<file path="src/rtl/loader_pkg.sv">
// rtl/loader_pkg.sv - shared state encoding and frame constants for the program loader
package loader_pkg;

    typedef enum logic [2:0] {
        IDLE  = 3'd0,
        A_HI  = 3'd1,
        A_LO  = 3'd2,
        C_HI  = 3'd3,
        C_LO  = 3'd4,
        D_HI  = 3'd5,
        D_LO  = 3'd6,
        CHECK = 3'd7
    } state_t;

    localparam logic [7:0] MAGIC_DEFAULT = 8'hA5;

endpackage

</file>
<file path="src/rtl/prog_loader.sv">
// rtl/prog_loader.sv - byte-stream framed loader writing 16-bit words into program memory
module prog_loader
    import loader_pkg::*;
#(
    parameter int         N_ELEMENTS = 128,
    parameter int         ADDR_WIDTH = 16,
    parameter int         DATA_WIDTH = 16,
    parameter logic [7:0] MAGIC      = MAGIC_DEFAULT
) (
    input  logic                  clk,
    input  logic                  rst,
    input  logic [7:0]            in_byte,
    input  logic                  in_valid,
    output logic                  in_ready,
    output logic [ADDR_WIDTH-1:0] w_addr,
    output logic [DATA_WIDTH-1:0] w_data,
    output logic                  w_en,
    output logic                  cpu_hold,
    output logic                  done,
    output logic                  err
);

    state_t      state, state_next;
    logic [15:0] cur_addr;
    logic [15:0] remaining;
    logic [7:0]  hi_byte;
    logic [7:0]  csum;
    logic        xfer;
    logic [15:0] cnt_full;
    logic [16:0] end_addr;
    logic        over_range;

    assign in_ready   = 1'b1;
    assign xfer       = in_valid & in_ready;
    // CNT_HI is parked in remaining[15:8] until CNT_LO completes the count
    assign cnt_full   = {remaining[15:8], in_byte};
    assign end_addr   = {1'b0, cur_addr} + {1'b0, cnt_full};
    assign over_range = end_addr > 17'(N_ELEMENTS);

    always_ff @(posedge clk or negedge rst) begin
        if (!rst) begin
            state <= IDLE;
        end else begin
            state <= state_next;
        end
    end

    always_comb begin
        state_next = state;
        if (xfer) begin
            unique case (state)
                IDLE:    if (in_byte == MAGIC) state_next = A_HI;
                A_HI:    state_next = A_LO;
                A_LO:    state_next = C_HI;
                C_HI:    state_next = C_LO;
                C_LO:    begin
                    if (over_range)           state_next = IDLE;
                    else if (cnt_full == '0)  state_next = CHECK;
                    else                      state_next = D_HI;
                end
                D_HI:    state_next = D_LO;
                D_LO:    state_next = (remaining == 16'd1) ? CHECK : D_HI;
                CHECK:   state_next = IDLE;
                default: state_next = IDLE;
            endcase
        end
    end

    always_ff @(posedge clk or negedge rst) begin
        if (!rst) begin
            cur_addr  <= '0;
            remaining <= '0;
            hi_byte   <= '0;
            csum      <= '0;
            w_en      <= 1'b0;
            w_addr    <= '0;
            w_data    <= '0;
            cpu_hold  <= 1'b0;
            done      <= 1'b0;
            err       <= 1'b0;
        end else begin
            w_en <= 1'b0;
            if (xfer) begin
                unique case (state)
                    IDLE: begin
                        if (in_byte == MAGIC) begin
                            cpu_hold <= 1'b1;
                            done     <= 1'b0;
                            err      <= 1'b0;
                            csum     <= '0;
                        end
                    end
                    A_HI: begin
                        cur_addr <= {in_byte, 8'h00};
                        csum     <= csum ^ in_byte;
                    end
                    A_LO: begin
                        cur_addr[7:0] <= in_byte;
                        csum          <= csum ^ in_byte;
                    end
                    C_HI: begin
                        remaining <= {in_byte, 8'h00};
                        csum      <= csum ^ in_byte;
                    end
                    C_LO: begin
                        remaining <= cnt_full;
                        csum      <= csum ^ in_byte;
                        if (over_range) begin
                            err      <= 1'b1;
                            cpu_hold <= 1'b0;
                        end
                    end
                    D_HI: begin
                        hi_byte <= in_byte;
                        csum    <= csum ^ in_byte;
                    end
                    D_LO: begin
                        w_en      <= 1'b1;
                        w_addr    <= cur_addr[ADDR_WIDTH-1:0];
                        w_data    <= {hi_byte, in_byte};
                        cur_addr  <= cur_addr + 16'd1;
                        remaining <= remaining - 16'd1;
                        csum      <= csum ^ in_byte;
                    end
                    CHECK: begin
                        if (csum == in_byte) done <= 1'b1;
                        else                 err  <= 1'b1;
                        cpu_hold <= 1'b0;
                    end
                    default: ;
                endcase
            end
        end
    end

endmodule

</file>
<file path="config.mk">
export PLATFORM = sky130hd
export DESIGN_NAME = prog_loader
export DESIGN_NICKNAME = d
export VERILOG_FILES = /design/src/rtl/loader_pkg.sv /design/src/rtl/prog_loader.sv
export SDC_FILE = /design/constraint.sdc
export NUM_CORES = 1
export LEC_CHECK = 0
export CORE_ASPECT_RATIO = 1.4
export CORE_MARGIN = 4
export CORE_UTILIZATION = 50
export CTS_BUF_LIST = sky130_fd_sc_hd__clkbuf_8
export DETAILED_ROUTE_END_ITERATION = 10
export PLACE_DENSITY = 0.83
export SYNTH_ARGS = -nofsm -noshare
export SYNTH_HDL_FRONTEND = slang
export SYNTH_SLANG_ARGS = --single-unit
</file>
<file path="constraint.sdc">
create_clock -name clk -period 8.85 [get_ports clk]
set_input_delay 1.77 -clock clk [delete_from_list [all_inputs] [get_ports clk]]
set_output_delay 1.77 -clock clk [all_outputs]
set_load 0.01 [all_outputs]
</file>
==> flow_summary_export.csv <==
group,metric,value,unit
outcome,status,"finished, final reports clean",
route,dr_total_vias,4532,
clock_network,numCtsBuffers,9,
sta,timing.fmax,196,MHz
final_layout,final.fill_count,862,
sta,rsz0062_at_grt,"no",
setup_path,crit_type,"input pin to flop",
floorplan,fp.dieW,94.4,um
route,dr.pass1.iters,5,
global_route,grt_pass1_vias,4514,
logic_synthesis,seq_area_frac_synth,41.7,%
setup_path,crit_arrival,5360,ps
clock_network,clk_pin_slew,90,ps
logic_synthesis,syn-num-nets,597,
placement,routabilityCongestion,1.02,
floorplan,io_pins,48,
clock_network,postCtsSetupRepairBufs,0,
logic_synthesis,synthFlopType,"dfrtp_1",
pwr,p_per_area,238,nW/um2
hold_path,min_path_type,"flop to flop",
route,finalWirelength,13.4,mm
logic_synthesis,synthCells,566,
placement,portBuffers,46,
sta,setup_viol,0,
clock_network,clk_latency,370,ps
pwr,p_leak,0.00271,uW
pwr,peakVddDrop,0.0868,mV
final_layout,register_area,2180,um2
route,wl_met1,5.20,mm
global_route,grt_max_degree,88,
setup_path,max_stage_delay,650,ps
setup_path,end_kind,"flop",
logic_synthesis,syn_area,5230,um2
route,routedWlPerCell,18.3,um
global_route,grt_overflow_total,0,
floorplan,initial_core_util,51.9,%
final_layout,final_cell_mix,"87 x dfrtp_1, 58 x o21ai_0, 49 x nand2_1, 45 x clkdlybuf4s50_1, 44 x a21oi_1",
final_layout,utilization,59.6,%
placement,place_area,5740,um2
run,maxCapViolCount,0,
clock_network,clock_path_buffers,2,
logic_synthesis,ys_types,61,
sta,skew,10.3,ps
floorplan,die_h,129,um
setup_path,required,9120,ps
global_route,grt.total_usage,23.0,%
clock_network,h-tree-depth,3,
final_layout,final_cells,731,
logic_synthesis,async_flop_share,100,%
setup_path,crit_fanout,11,
floorplan,die-area,12200,um2
final_layout,n_antenna_cell,0,
final_layout,area_growth,14.7,%
final_layout,drive_gt1_share,9.90,%
final_layout,stdcell_area,5990,um2
route,via_per_inst,6.20,
sta,tightest_slew,1310,ps
clock_network,tritoncts,"yes",
route,dr.first_iter.drc_count,382,
route,wl_met3,826,um
logic_synthesis,yosys_warnings,0,
placement,dp_cells,715,
final_layout,layout_commonest_cell,"dfrtp_1",
route,highest_layer,"met4",
logic_synthesis,synth_edf_count,0,
setup_path,path_common_cell,"a211oi_1",
floorplan,num_rows,43,
setup_path,slowest_stage,"clkdlybuf4s50_1",
sta,maxSlewViolCount,0,
sta,fin_tns_setup,0,ps
clock_network,cts_resized,0,
floorplan,core_region_area,10100,um2
global_route,grt_pass1_wl,22.1,mm
clock_network,cts-root-buf,"clkbuf_8",
route,drc_errors,0,
clock_network,clock_sinks,87,
route,wl_met2,6.86,mm
sta,slew_headroom,11.4,%
sta,layout_setup_ws,3760,ps
final_layout,multi_input_area,2870,um2
logic_synthesis,synth-seq-cells,87,
placement,dp_hpwl,9.33,mm
global_route,antenna_found_initial,0,
logic_synthesis,avgSynthCellArea,9.23,um2
final_layout,fin_nets,622,
setup_path,start_kind,"input pin",
clock_network,postCtsHoldBufs,0,
placement,place_ws,3410,ps
sta,hold_viol,0,
route,ant_nets,0,
sta,post-route-min-period,5090,ps
setup_path,path_cells,"clkdlybuf4s50_1, ha_1, fa_1, a211oi_1, nor2_1, mux2_1, or4_1, a211oi_1, nand4_1, o31ai_1",
sta,fin_crit_sh,57.5,%
cell usage after synthesis, types with 5 or more instances:
library cell,number,area (um2)
a21oi_1,44,220
nor2_1,40,150
a211oi_1,5,37.5
mux2_1,9,101
dfrtp_1,87,2180
inv_1,11,41.3
a22oi_1,11,82.6
nand4_1,6,37.5
mux2_2,32,360
o31ai_1,5,37.5
nand2_1,49,184
xnor2_1,10,87.6
o21ai_0,58,290
ha_1,19,238
xor2_1,9,78.8
o22a_1,5,43.8
nor2b_1,6,37.5
and3_1,12,75.1
nand3_1,14,70.1
nand2b_1,13,81.3
clkbuf_1,34,128
o21ai_1,10,50.1
nor3_1,10,50.1
path summary, 6_finish.rpt:
| kind | start | end | slack, ps | depth (start not counted) |
|---|---|---|---|---|
| max | in_byte[0] | state[0]$_DFFE_PN0P_ | 3760 | 10 |
| min | hi_byte[1]$_DFFE_PN0P_ | w_data[9]$_DFFE_PN0P_ | 500 | 1 |
| max reg2reg | cur_addr[0]$_DFFE_PN0P_ | state[0]$_DFFE_PN0P_ | 5490 | 9 |
| min reg2reg | hi_byte[1]$_DFFE_PN0P_ | w_data[9]$_DFFE_PN0P_ | 500 | 1 |
| max in group asynchronous | rst | w_addr[2]$_DFFE_PN0P_ | 6560 | 1 |
| min in group asynchronous | rst | remaining[12]$_DFFE_PN0P_ | 1590 | 1 |
flip-flops by register name (all words and copies together), names as in the netlist:
signal	flops
csum	8
done	1
w_addr	16
w_en	1
state	3
hi_byte	8
cpu_hold	1
err	1
remaining	16
cur_addr	16
w_data	16
final cells by class:
| type | count | share of cell area, % |
|---|---|---|
| well taps | 135 | 2.82 |
| inverters | 11 | 0.689 |
| clock buffers | 10 | 2.30 |
| repair buffers | 49 | 8.02 |
| multi-input cells | 433 | 47.9 |
| flip-flops and latches | 87 | 36.3 |
| clock inverters | 6 | 1.92 |
through the flow:
step	hold WS (ps)	power, uW
finish	502	1430
global route	520	1520
CTS	505	1420
detailed placement	482	1070
global placement	473	1050
floorplan	452	940
kinds of logic (layout without fill, tap and decap cells):
| group | count (synthesis) | count (layout) | share of synthesized area (%) |
|---|---|---|---|
| muxes | 45 | 45 | 9.60 |
| DFF | 87 | 87 | 41.7 |
| and+or+nand+nor | 174 | 174 | 16.9 |
| adders and majority gates | 20 | 20 | 4.93 |
| other | 1 | 1 | 0.0718 |
| AOI/OAI and AO/OA | 174 | 174 | 20.2 |
| xor gates and xnor gates | 19 | 19 | 3.18 |
| buffers and inverters | 46 | 76 | 3.38 |
power breakdown:
| part | leakage [uW] | switching, uW | total, uW | internal [uW] |
|---|---|---|---|---|
| clock | 0.000124 | 150 | 347 | 197 |
| combinational | 0.00142 | 295 | 514 | 218 |
| sequential | 0.00116 | 100 | 565 | 465 |
layer usage:
metal  vias up  track usage (%)
li1       2107                -
met4         0             11.4
met5         -                0
met1      2213             27.5
met2       174             39.5
met3        38             4.27
worst max-delay path, delay by kind of cell:
kind / cells / cell delay [ps]
AOI/OAI and AO/OA: 3 / 950
and+or+nand+nor: 3 / 860
buffers and inverters: 1 / 650
adders and majority gates: 2 / 800
muxes: 1 / 310
Power figures use the tool's default switching activity.
==> variant 1, RTL diff (same flow settings) <==
Encoding of `state_t`: now Gray code (3 bits for 8 states).
--- a/src/rtl/loader_pkg.sv
+++ b/src/rtl/loader_pkg.sv
@@ -2,14 +2,14 @@
 package loader_pkg;
 
     typedef enum logic [2:0] {
-        IDLE  = 3'd0,
-        A_HI  = 3'd1,
-        A_LO  = 3'd2,
-        C_HI  = 3'd3,
-        C_LO  = 3'd4,
-        D_HI  = 3'd5,
-        D_LO  = 3'd6,
-        CHECK = 3'd7
+        IDLE  = 3'b000,
+        A_HI  = 3'b001,
+        A_LO  = 3'b011,
+        C_HI  = 3'b010,
+        C_LO  = 3'b110,
+        D_HI  = 3'b111,
+        D_LO  = 3'b101,
+        CHECK = 3'b100
     } state_t;
 
     localparam logic [7:0] MAGIC_DEFAULT = 8'hA5;
Function: same outputs for any inputs over 10 cycles, from zero or initial values and one cycle with rst low; not proved beyond that.
==> variant 1 against the original RTL <==
Global-route usage grew 1.4 points; worst setup slack better by 0.18 ns; wire length grew 0.93%; first-iteration DRC count decreased by 11%; cell count shrank 1.9%; critical path depth up 2; area after synthesis fell by 3.7%; synthesized cell count shrank 3.2%; sequential cell count is the same; cell area shrank 4.2%; die area fell by 3.4%; largest cell class unchanged; highest routed layer unchanged.
Power is not compared: it rests on default switching activity, and its combinational part moved more than twofold at a synthesized area within 25%.
==> variant 1: results (changes against the original RTL) <==
- Outcome: finished, final reports clean
- Worst Path Arrival: 5.19 ns (-0.17 ns)
- Worst-path clk slew: 0.10 ns
- Worst Min Path Start: w_addr[4]
- FF-to-FF setup slack: 5.71 ns (+0.22 ns)
- Yosys cell types: 55 (-9.8%)
- Reg2reg path depth: 11 (+2)
- Vias: 4457 (-1.7%)
- Peak VDD IR: 222 uV
- Gp weighted congestion: 0.947 (-6.8%)
- CP max stage delay: 0.67 ns (+0.02 ns)
- 1st-pass router iterations: 7 (+2)
- Wire length of the first global-routing pass: 22.8 mm (+3.3%)
- CTS Buffer Depth: 2 (unchanged)
- Starting DRT DRC Count: 339 (-11%)
- CTS H-Tree Depth: 3 (unchanged)
- Fin nets: 608 (-2.3%)
- Setup WS pre-CTS: 3.63 ns (+0.220 ns)
- Reg2reg end: err
- Synth top cells by count: dfrtp_1, o21ai_0, nand2_1, nor2_1, a21oi_1
- Largest net degree at the start of global routing: 88 (unchanged)
- Hold Slack: 0.503 ns (+0.00126 ns)
- Origin of the critical flop-to-flop path: cur_addr[0]
- I/O Buffers: 46 (unchanged)
- Post-detail-place hpwl: 9.46 mm (+1.4%)
- Relative slew slack: 28.4% (+17 points)
- Post-synthesis sequential area ratio: 43.3% (+1.6 points)
- Worst Hold Path Cells: 2 (+1)
- Antenna Nets Post-Route: 0 (unchanged)
- Dominant cells by area after synthesis: dfrtp_1, mux2_2, o21ai_0
- Overall Global Routing Usage: 24.4% (+1.4 points)
- Placed cell area: 5560 sq um (-3.1%)
- CP max FO: 12 (+1)
- Post-synthesis cell count: 548 (-3.2%)
- Clock skew: 0.0142 ns (+0.00388 ns)
- Placed cell count: 700 (-2.1%)
- Net Count, Synth: 579 (-3.0%)
- # diodes: 0 (unchanged)
- Layout cell share with drive strength beyond 1: 11.5% (+1.6 points)
- Asr flop ratio synth: 100% (unchanged)
- Routed WL: 13.5 mm (+0.93%)
- Non-Filler Instances: 717 (-1.9%)
- Endpoint, Worst Hold: w_addr[4]
variant 1: cell types whose count changed after synthesis, moves of 5 or more:
| cell | before | now |
|---|---|---|
| nand2b_1 | 13 | 0 |
| o21ai_0 | 58 | 73 |
| nand3_1 | 14 | 8 |
| mux2_1 | 9 | 0 |
| xnor2_1 | 10 | 4 |
| nor2_1 | 40 | 47 |
| o21ai_1 | 10 | 3 |
| nand2_1 | 49 | 54 |
| clkbuf_1 | 34 | 26 |
variant 1: how the worst max path moves through the flow:
stage	to	slack (ns)	startpoint	depth (start not counted)
3_5_place_dp	err	3.63	in_byte[0]	12
2_1_floorplan	err	4.79	in_byte[0]	11
6_report	err	3.94	in_byte[0]	12
4_1_cts	err	3.98	in_byte[0]	12
5_1_grt	err	3.69	in_byte[0]	12
3_3_place_gp	err	3.71	in_byte[0]	12
variant 1: power breakdown:
group          internal (mW)  leakage, nW  switching (mW)
clock                  0.103       0.0887           0.153
sequential             0.570         1.10           0.166
combinational          0.487         1.30           0.572
total                   1.16         2.49           0.891
variant 1: logic make-up after synthesis:
group | after synthesis | share of synthesized area [%]
compound gates | 182 | 22.1
xor+xnor | 16 | 2.78
fa+ha+maj | 20 | 5.12
buf+inv | 44 | 3.43
flops | 87 | 43.3
mux | 37 | 8.25
other cells | 1 | 0.0745
simple gates | 161 | 14.9
variant 1: per-layer routing:
metal  track usage, %  vias to the layer above  wire [microns]
met5                0                        -               0
met4             13.4                        0             445
met3             2.79                       32             692
met2             41.3                      189            7050
met1             30.3                     2185            5330
li1                 -                     2051               -
variant 1: final cells by class:
cell class	instances	area [sq um]
sequential	87	2180
timing repair buffer	51	495
inverter	11	41.3
clock buffer	9	124
tap	135	169
fill	882	4160
clock inverter	7	48.8
multi-input combinational	417	2680
==> variant 2, RTL diff (same flow settings) <==
Without the edit above. The parameter `N_ELEMENTS` goes from 128 to 64.
--- a/src/rtl/prog_loader.sv
+++ b/src/rtl/prog_loader.sv
@@ -2,7 +2,7 @@
 module prog_loader
     import loader_pkg::*;
 #(
-    parameter int         N_ELEMENTS = 128,
+    parameter int         N_ELEMENTS = 64,
     parameter int         ADDR_WIDTH = 16,
     parameter int         DATA_WIDTH = 16,
     parameter logic [7:0] MAGIC      = MAGIC_DEFAULT
Function: changed (a bounded check fails within 10 cycles, from zero or initial values and one cycle with rst low).
==> variant 2 against the original RTL <==
Wire length is 5.8% higher; global-route usage is 1.4 points higher; area after synthesis is 2.8% higher; worst setup slack better by 0.093 ns; sequential cell count stayed put; cell area is 0.67% higher; critical path type unchanged.
Power is not compared: it rests on default switching activity, and its combinational part moved more than twofold at a synthesized area within 25%.
==> variant 2: results (changes against the original RTL) <==
- Outcome: finished, final reports clean
- Non-Filler Instances: 762 (+4.2%)
- Yosys cell types: 66 (+8.2%)
- Non-Clock Buffer Area Fraction: 7.72% (-0.30 points)
- Overall Global Routing Usage: 24.5% (+1.4 points)
- Worst-Skew Late Latency: 0.39 ns (+0.02 ns)
- Family with the most delay on the worst path: simple AND/OR/NAND/NOR gates
- Yosys warns: 0 (unchanged)
- Clk_buf instances: 9 (-1)
- Slowest CP cell: clkdlybuf4s50_1
- Clock-cell share: 3.19% (-1.0 points)
- Multi-input gate share of total cell area: 49.5% (+1.5 points)
- Comb_multi_in: 464 (+7.2%)
- Met3 usage: 4.41% (+0.14 points)
- Slew @ Worst Pin: 1.12 ns (-0.196 ns)
- Reg2reg path depth: 10 (+1)
- Filler cells: 916 (+6.3%)
- CTS Buffer Depth: 2 (unchanged)
- Layout cell share with drive strength beyond 1: 12.2% (+2.3 points)
- Clk sink count: 87 (unchanged)
- Met2 WL: 7.07 mm (+3.0%)
- Net Count, Synth: 629 (+5.4%)
- Met3 routed WL: 941 microns (+14%)
- Post-synthesis cell count: 598 (+5.7%)
- Worst Path Arrival: 5.29 ns (-0.07 ns)
- Routing usage on met1: 29.7% (+2.2 points)
- Xor and xnor area share after synthesis: 2.93% (-0.25 points)
- Dominant cells by area after synthesis: dfrtp_1, mux2_2, o21ai_0
- CP max FO: 8 (-3)
- Synth top cells by count: dfrtp_1, o21ai_0, nor2_1, nand2_1, a21oi_1
- Met1 wire length: 5.58 mm (+7.3%)
- CP max stage delay: 0.63 ns (-0.02 ns)
- Repair and plain buffers: 47 (-4.1%)
- Fin nets: 651 (+4.7%)
- Met2 Usage GRT: 41.3% (+1.7 points)
- Synth Area in Compound Gates: 20.9% (+0.63 points)
- Synth Area in Adders: 4.80% (-0.14 points)
- Gp weighted congestion: 0.971 (-4.3%)
- Clock skew: 0.0169 ns (+0.00660 ns)
- Vias in the first global route: 4726 (+4.7%)
- Starting DRT DRC Count: 523 (+37%)
- Worst Hold Path Cells: 2 (+1)
- Resized cells post-CTS: 0 (unchanged)
- CTS root buf: clkbuf_8
- Post-detail-place hpwl: 9.95 mm (+6.6%)
- Placed cell count: 747 (+4.5%)
- Hold Crit Class: reg2reg
- Vias per Instance: 6.19 (-0.13%)
- Post-synthesis mux area share: 8.73% (-0.87 points)
- Routed WL: 14.2 mm (+5.8%)
- Setup WS pre-CTS: 3.49 ns (+0.0825 ns)
- 1st-pass router iterations: 5 (unchanged)
- Post-synthesis sequential area ratio: 40.5% (-1.2 points)
- Wire length of the first global-routing pass: 23.6 mm (+6.8%)
==> variant 2: path summary, 6_finish.rpt <==
path | start | endpoint | slack (ns)
min in group asynchronous | rst | remaining[3] | 1.57
min reg2reg | w_addr[3] | w_addr[3] | 0.50
max in group asynchronous | rst | w_data[12] | 6.54
max | in_byte[0] | cpu_hold | 3.85
min | w_addr[3] | w_addr[3] | 0.50
max reg2reg | cur_addr[0] | cpu_hold | 5.54
==> variant 2: stage by stage <==
step                      cell area (sq um)  hold WS, ns  utilization, %  total power [mW]
after global routing                   6030        0.528            57.7              2.44
after floorplan                        5370        0.446               -              1.61
after detailed placement               5840        0.480            55.8              1.96
final                                  6030        0.498            57.7              2.26
after CTS                              6030        0.501            57.7              2.26
after global placement                 5840        0.465            55.8              1.92
==> variant 2: power breakdown <==
group          internal [mW]  switching (mW)
sequential             0.569           0.193
combinational          0.547           0.669
clock                  0.132           0.155
